`src/rtl/fetch_pkg.sv`:
```
// Shared types and constants for the instruction-fetch front end.
package fetch_pkg;

  localparam logic [31:0] NOP_INSTR = 32'h0000_0000;

  typedef struct packed {
    logic [31:0] instruction;
    logic [31:0] pcplus4;
    logic        valid;
  } if_id_t;

  localparam if_id_t IF_ID_BUBBLE = '{instruction: NOP_INSTR, pcplus4: 32'd0, valid: 1'b0};

endpackage

```
`src/rtl/program_counter.sv`:
```
// Program counter: register, next-PC priority mux and wrap to the instruction memory size.
module program_counter #(
  parameter logic [31:0] RESET_PC   = 32'd0,
  parameter int unsigned IMEM_WORDS = 128
) (
  input  logic        i_clk,
  input  logic        i_rst_n,
  input  logic        i_stall,
  input  logic        i_branch_taken,
  input  logic [31:0] i_branch_target,
  output logic [31:0] o_pc,
  output logic [31:0] o_pc_plus4
);

  localparam logic [31:0] ImemBytes = 32'(IMEM_WORDS * 4);

  logic [31:0] r_pc;
  logic [31:0] w_pc_plus4;
  logic [31:0] w_target;
  logic [31:0] w_pc_next;

  // Wrap is applied after the 32-bit add; redirect targets are forced word-aligned.
  assign w_pc_plus4 = (r_pc + 32'd4) % ImemBytes;
  assign w_target   = (i_branch_target & ~32'd3) % ImemBytes;

  always_comb begin
    w_pc_next = w_pc_plus4;
    if (i_branch_taken) begin
      w_pc_next = w_target;
    end else if (i_stall) begin
      w_pc_next = r_pc;
    end
  end

  always_ff @(posedge i_clk or negedge i_rst_n) begin
    if (!i_rst_n) begin
      r_pc <= RESET_PC;
    end else begin
      r_pc <= w_pc_next;
    end
  end

  assign o_pc       = r_pc;
  assign o_pc_plus4 = w_pc_plus4;

endmodule

```
`src/rtl/fetch_stage.sv`:
```
// Instruction-fetch stage: PC, IF/ID pipeline register and optional perf counters.
// Define FETCH_PERF_EN to build FetchCount/StallCount; otherwise both read 0.
module fetch_stage
  import fetch_pkg::*;
#(
  parameter logic [31:0] RESET_PC   = 32'd0,
  parameter int unsigned IMEM_WORDS = 128
) (
  input  logic        Clk,
  input  logic        Reset,
  input  logic        Stall,
  input  logic        Flush,
  input  logic        BranchTaken,
  input  logic [31:0] BranchTarget,
  input  logic [31:0] Instruction,
  output logic [31:0] PCAddress,
  output logic [31:0] IF_ID_Instruction,
  output logic [31:0] IF_ID_PCPlus4,
  output logic        IF_ID_Valid,
  output logic [31:0] FetchCount,
  output logic [31:0] StallCount
);

  logic [31:0] w_pc_plus4;
  if_id_t      r_if_id;
  if_id_t      w_if_id_next;

  program_counter #(
    .RESET_PC  (RESET_PC),
    .IMEM_WORDS(IMEM_WORDS)
  ) u_program_counter (
    .i_clk          (Clk),
    .i_rst_n        (Reset),
    .i_stall        (Stall),
    .i_branch_taken (BranchTaken),
    .i_branch_target(BranchTarget),
    .o_pc           (PCAddress),
    .o_pc_plus4     (w_pc_plus4)
  );

  // No delay slot: a redirect squashes the word fetched alongside it.
  always_comb begin
    w_if_id_next = '{instruction: Instruction, pcplus4: w_pc_plus4, valid: 1'b1};
    if (BranchTaken || Flush) begin
      w_if_id_next = IF_ID_BUBBLE;
    end else if (Stall) begin
      w_if_id_next = r_if_id;
    end
  end

  always_ff @(posedge Clk or negedge Reset) begin
    if (!Reset) begin
      r_if_id <= IF_ID_BUBBLE;
    end else begin
      r_if_id <= w_if_id_next;
    end
  end

  assign IF_ID_Instruction = r_if_id.instruction;
  assign IF_ID_PCPlus4     = r_if_id.pcplus4;
  assign IF_ID_Valid       = r_if_id.valid;

`ifdef FETCH_PERF_EN
  logic [31:0] r_fetch_count;
  logic [31:0] r_stall_count;
  logic        w_capture;

  assign w_capture = !BranchTaken && !Flush && !Stall;

  always_ff @(posedge Clk or negedge Reset) begin
    if (!Reset) begin
      r_fetch_count <= 32'd0;
      r_stall_count <= 32'd0;
    end else begin
      if (w_capture) begin
        r_fetch_count <= r_fetch_count + 32'd1;
      end
      if (Stall) begin
        r_stall_count <= r_stall_count + 32'd1;
      end
    end
  end

  assign FetchCount = r_fetch_count;
  assign StallCount = r_stall_count;
`else
  assign FetchCount = 32'd0;
  assign StallCount = 32'd0;
`endif

endmodule

```
`config.mk`:
```
export PLATFORM = sky130hd
export DESIGN_NAME = fetch_stage
export DESIGN_NICKNAME = d
export VERILOG_FILES = /design/src/rtl/fetch_pkg.sv /design/src/rtl/program_counter.sv /design/src/rtl/fetch_stage.sv
export SDC_FILE = /design/constraint.sdc
export NUM_CORES = 1
export LEC_CHECK = 0
export ABC_AREA = 1
export BUFFER_PORTS_ARGS = -buffer_cell sky130_fd_sc_hd__buf_4
export CAP_MARGIN = 20
export CORE_AREA = 2 2 89 91
export CTS_BUF_LIST = sky130_fd_sc_hd__clkbuf_8
export DETAILED_ROUTE_END_ITERATION = 8
export DIE_AREA = 0 0 91 93
export PLACE_DENSITY = 0.8
export SKIP_CTS_REPAIR_TIMING = 1
export SYNTH_ARGS = -nofsm -noshare
export SYNTH_HDL_FRONTEND = slang
export SYNTH_SLANG_ARGS = --single-unit
```
`constraint.sdc`:
```
create_clock -name Clk -period 3.1 [get_ports Clk]
set_input_delay 0.62 -clock Clk [delete_from_list [all_inputs] [get_ports Clk]]
set_output_delay 0.62 -clock Clk [all_outputs]
set_load 0.005 [all_outputs]
```
Word level (Yosys, flattened, before mapping)
Index checks and enable logic that the tools add are counted.

word-level totals
  register bits after elaboration = 97
  bits of input ports = 69
  output and inout bits = 161
  logic and storage cells = 12

operators by class
  add/subtract/negate cells = 1
  eq/ne operators = 2
  multiplexer cells = 4
  reduce and logical (&&, ||, !) cells = 1

operators with widths
  operator                                                          number
  65-bit two-way mux                                                2
  32-bit two-way mux                                                2
  9-bit by 3-bit adder with 9-bit output (second input constant)    1
  2-bit by 1-bit != test with 1-bit output (second input constant)  2
  1-bit logical OR                                                  1

Longest topological paths before layout
  depth in word-level cells = 3
  mapped depth = 7
  depth with buffers taken out = 6

Cells and area by module
Synthesis repeated with hierarchy kept, for this count alone.

unflattened totals
  cell total of the unflattened synthesis = 595
  area total of the unflattened synthesis = 4,325.4 um^2

by module, submodules not included
  module           instances  cells an instance  area each (um^2)  seq. area each (um^2)
  fetch_stage      1          474                3,470.8           1,626.6
  program_counter  1          121                854.6             175.2

Least setup slack after synthesis
Ideal clock, no wire load.

  kind = input-to-reg
  from = in BranchTaken
  to = reg r_if_id (netlist bit IF_ID_PCPlus4[6])
  setup time = 65 ps
  arrival = 1,326 ps
  data required time = 3,035 ps
  path slack = 1,709 ps
  cell stages on the path = 6
  buffers on the path = 1
  cell sequence = buf_6 -> nor2_1 -> inv_1 -> nor2_1 -> nand3_1 -> nand2_1

between the ends
  word-level cells in the longest chain between the ends = 2
  elaborated cells on any way between the ends = 3
  those cells by class = eq/ne: 1; mux: 1; reduce/logical: 1

ends and longest elaborated chain
  element                                                                                          line               source
  start: declaration                                                                               fetch_stage.sv:13  input logic BranchTaken,
  1-bit logical OR (*)                                                                             fetch_stage.sv:44  if (BranchTaken || Flush) begin
  2-bit by 1-bit != test with 1-bit output (no source line) or 65-bit two-way mux (tied branches)  -
  end signal: assignment                                                                           fetch_stage.sv:55  r_if_id <= w_if_id_next;
  end: declaration                                                                                 fetch_stage.sv:25  if_id_t r_if_id;

Mark *: on every way between the ends. The rest lies on a longest branch, timed or not.
A chain may end at the register's enable or synchronous reset.

Worst setup path in the final report
  from = in Flush
  to = reg r_if_id (netlist bit IF_ID_Instruction[13])

between the ends
  word-level cells in the longest chain between the ends = 2
  elaborated cells on any way between the ends = 3
  those cells by class = eq/ne: 1; mux: 1; reduce/logical: 1

ends and longest elaborated chain
  element                                                                                          line               source
  start: declaration                                                                               fetch_stage.sv:12  input logic Flush,
  1-bit logical OR (*)                                                                             fetch_stage.sv:44
  2-bit by 1-bit != test with 1-bit output (no source line) or 65-bit two-way mux (tied branches)  -

Marks and branches as above.

==> impl_metrics.csv <==
group,metric,value,unit
synth,synthSimpleGateAreaFrac,22.08,%
finish,fillerInstances,775,
synth,synth_fa_ha_area_share,0.4415,%
floorplanning,core-area,7527,um2
floorplanning,pin_count,230,
critical_path,path_common_cell,"nand2_1",
route,route.detailed.drc,0,
run,drv_cap,0,
synth,synth_top_family_by_area,"buffers and inverters",
placement,place_congestion,0.7958,
finish,area_delta_synth_final,15.45,%
clock_tree,ctsHtreeMaxLevel,2,
global_routing,grt_pass1_wl,8997,um
critical_path,critPathKind,"in -> reg",
synth,syn_area,2834,um2
clock_tree,cts_tree,"built",
route,routed_via_density,3.879,
sta,post-route-period-util,51.10,%
sta,tightest_slew,851.0,ps
synth,muxShareOfSynthArea,0,%
critical_path,critical_path_required,3330,ps
route,vias,2091,
sta,fin_setup_tns,0,ps
synth,ys_ff_latch,47,
sta,maxSlewViolCount,0,
synth,synth_top_area_share,41.50,%
finish,nets,506,
finish,layout_commonest_cell,"nand2_1",
floorplanning,rows,32,
clock_tree,clk_path_buf_depth,2,
finish,fin_util,43.47,%
critical_path,r2r_slack,1850,ps
synth,ys_types,20,
placement,hpwl,4168,um
sta,rsz0062_at_grt,"false",
global_routing,grt-ovfl-total,0,
placement,port_buffers,90,
global_routing,grt_max_degree,48,
sta,hold_viol,0,
synth,netlist_instances,347,
finish,final_cell_mix,"130 x nand2_1, 114 x conb_1, 90 x buf_4",
synth,synth_xor_xnor_area_share,0.3091,%
floorplanning,die-area,8463,um2
power,p_leak,1.982,nW
critical_path,crit_path_start_kind,"input port",
synth,yosys_warnings,0,
global_routing,grt_usage,12.86,%
floorplanning,die_h,93,um
sta,min_period,1584,ps
hold_path,hold_class,"in -> async",
sta,setup_viol,0,
sta,finalClockSkew,5.634,ps
finish,diodes,0,
route,wl,5571,um
critical_path,critical_path_arrival,1810,ps
run_status,outcome,"complete, no violations",
floorplanning,start_util,37.65,%
critical_path,critPathMaxFanout,35,
critical_path,cp-end-kind,"flip-flop",
clock_tree,cts_buffers,5,
synth,synth_compound_area_share,1.943,%
finish,layout-drive-gt1-share,24.03,%
synth,yosys.area.top_type,"dfrtp_1",
clock_tree,clock_sinks,47,
synth,yosys-top-cells-area,"dfrtp_1 42%, buf_4 31%, nand2_1 17%",
sta,slew_headroom,43.13,%
power,ir_worst_vdd,0.2299,mV
critical_path,cp_cell_sequence,"buf_4, inv_1, nand2_2, nor2_4, nand2_1, nand2_1",
global_routing,grt_pass1_vias,1893,
route,wire_per_inst,10.34,um
critical_path,critical-path-max-stage-delay,610,ps
route,drtAntennaViolNets,0,
synth,seq_area_frac_synth,41.50,%
sta,clock.fmax,631.2,MHz
clock_tree,clkLatencyLatePin,300,ps
route,drt_iter0_drc,53,
power,powerDensity,410.5,nW/um2
critical_path,cp_slowest_cell,"nor2_4",
clock_tree,cts_root_buf,"clkbuf_8",
route,first_pass_iters,4,
synth,avgSynthCellArea,8.167,um2
floorplanning,dieWidth,91,um
clock_tree,path_clk_slew,100,ps
global_routing,antenna_found_initial,0,
[path summary, 6_finish.rpt]
check,start,end,cells after the start
min in group Clk,IF_ID_Instruction[2],IF_ID_Instruction[2],2
worst max register to register,u_program_counter.o_pc[3],IF_ID_PCPlus4[4],4
max in group asynchronous,Reset,IF_ID_Instruction[1],1
worst min-delay path,Reset,IF_ID_PCPlus4[6],1
worst min register to register,IF_ID_Instruction[2],IF_ID_Instruction[2],2
worst max-delay path,Flush,IF_ID_Instruction[13],6
[critical path: cells and delay by family]
| kind | cells | cell delay, ps |
|---|---|---|
| AND/OR/NAND/NOR | 4 | 970 |
| buffers and inverters | 2 | 210 |
[state kept, by name, summed over array words and instances, names as in the netlist]
register and flops:
u_program_counter.o_pc 7, IF_ID_PCPlus4 7, IF_ID_Valid 1, IF_ID_Instruction 32
[layout make-up]
cell class | instances | area [um2] | share of cell area, %
multi-input combinational | 280 | 1130 | 34.53
tap | 102 | 127.6 | 3.901
clock inverter | 2 | 35.03 | 1.071
clock buffer | 6 | 82.58 | 2.524
inverter | 12 | 45.04 | 1.377
timing repair buffer | 90 | 675.6 | 20.65
sequential | 47 | 1176 | 35.95
[power breakdown]
part / switching (mW) / internal, mW
registers: 0.0240 / 0.640
logic: 0.117 / 0.0907
clock network: 0.210 / 0.261
total: 0.351 / 0.992
[layer usage]
metal	share of wire [%]	vias to the layer above	GRT usage, %
li1	-	1002	-
met2	52	113	23.33
met3	8.5	5	3.304
met4	0.75	0	3.030
met5	0	-	0
met1	39	971	15.26
[kinds of logic (layout without fill, tap and decap cells)]
family	Yosys count	count (layout)
fa+ha+maj	1	1
buf+inv	133	110
flops	47	47
other cells	1	114
simple gates	155	155
xor+xnor	1	1
compound gates	9	9
[Yosys cell counts, drive strengths merged]
cell,count
dfrtp,47
or2,1
nand2,131
nor2,10
o21ai,3
nand3,13
o21bai,3
inv,12
a21oi,2
xor2,1
conb,1
o211ai,1
buf,121
ha,1
[through the flow]
stage	hold slack (ps)	cell area, um2	setup WS, ps	cells	total power, mW
finish	325.5	3272	1516	539	1.343
global route	375.1	3272	1319	539	1.421
CTS	338.5	3272	1459	539	1.364
detailed placement	470.5	3154	1144	531	0.8831
global placement	462.2	3154	1172	531	0.8784
floorplan	324.4	3258	1709	460	0.8731
Power figures use the tool's default switching activity.
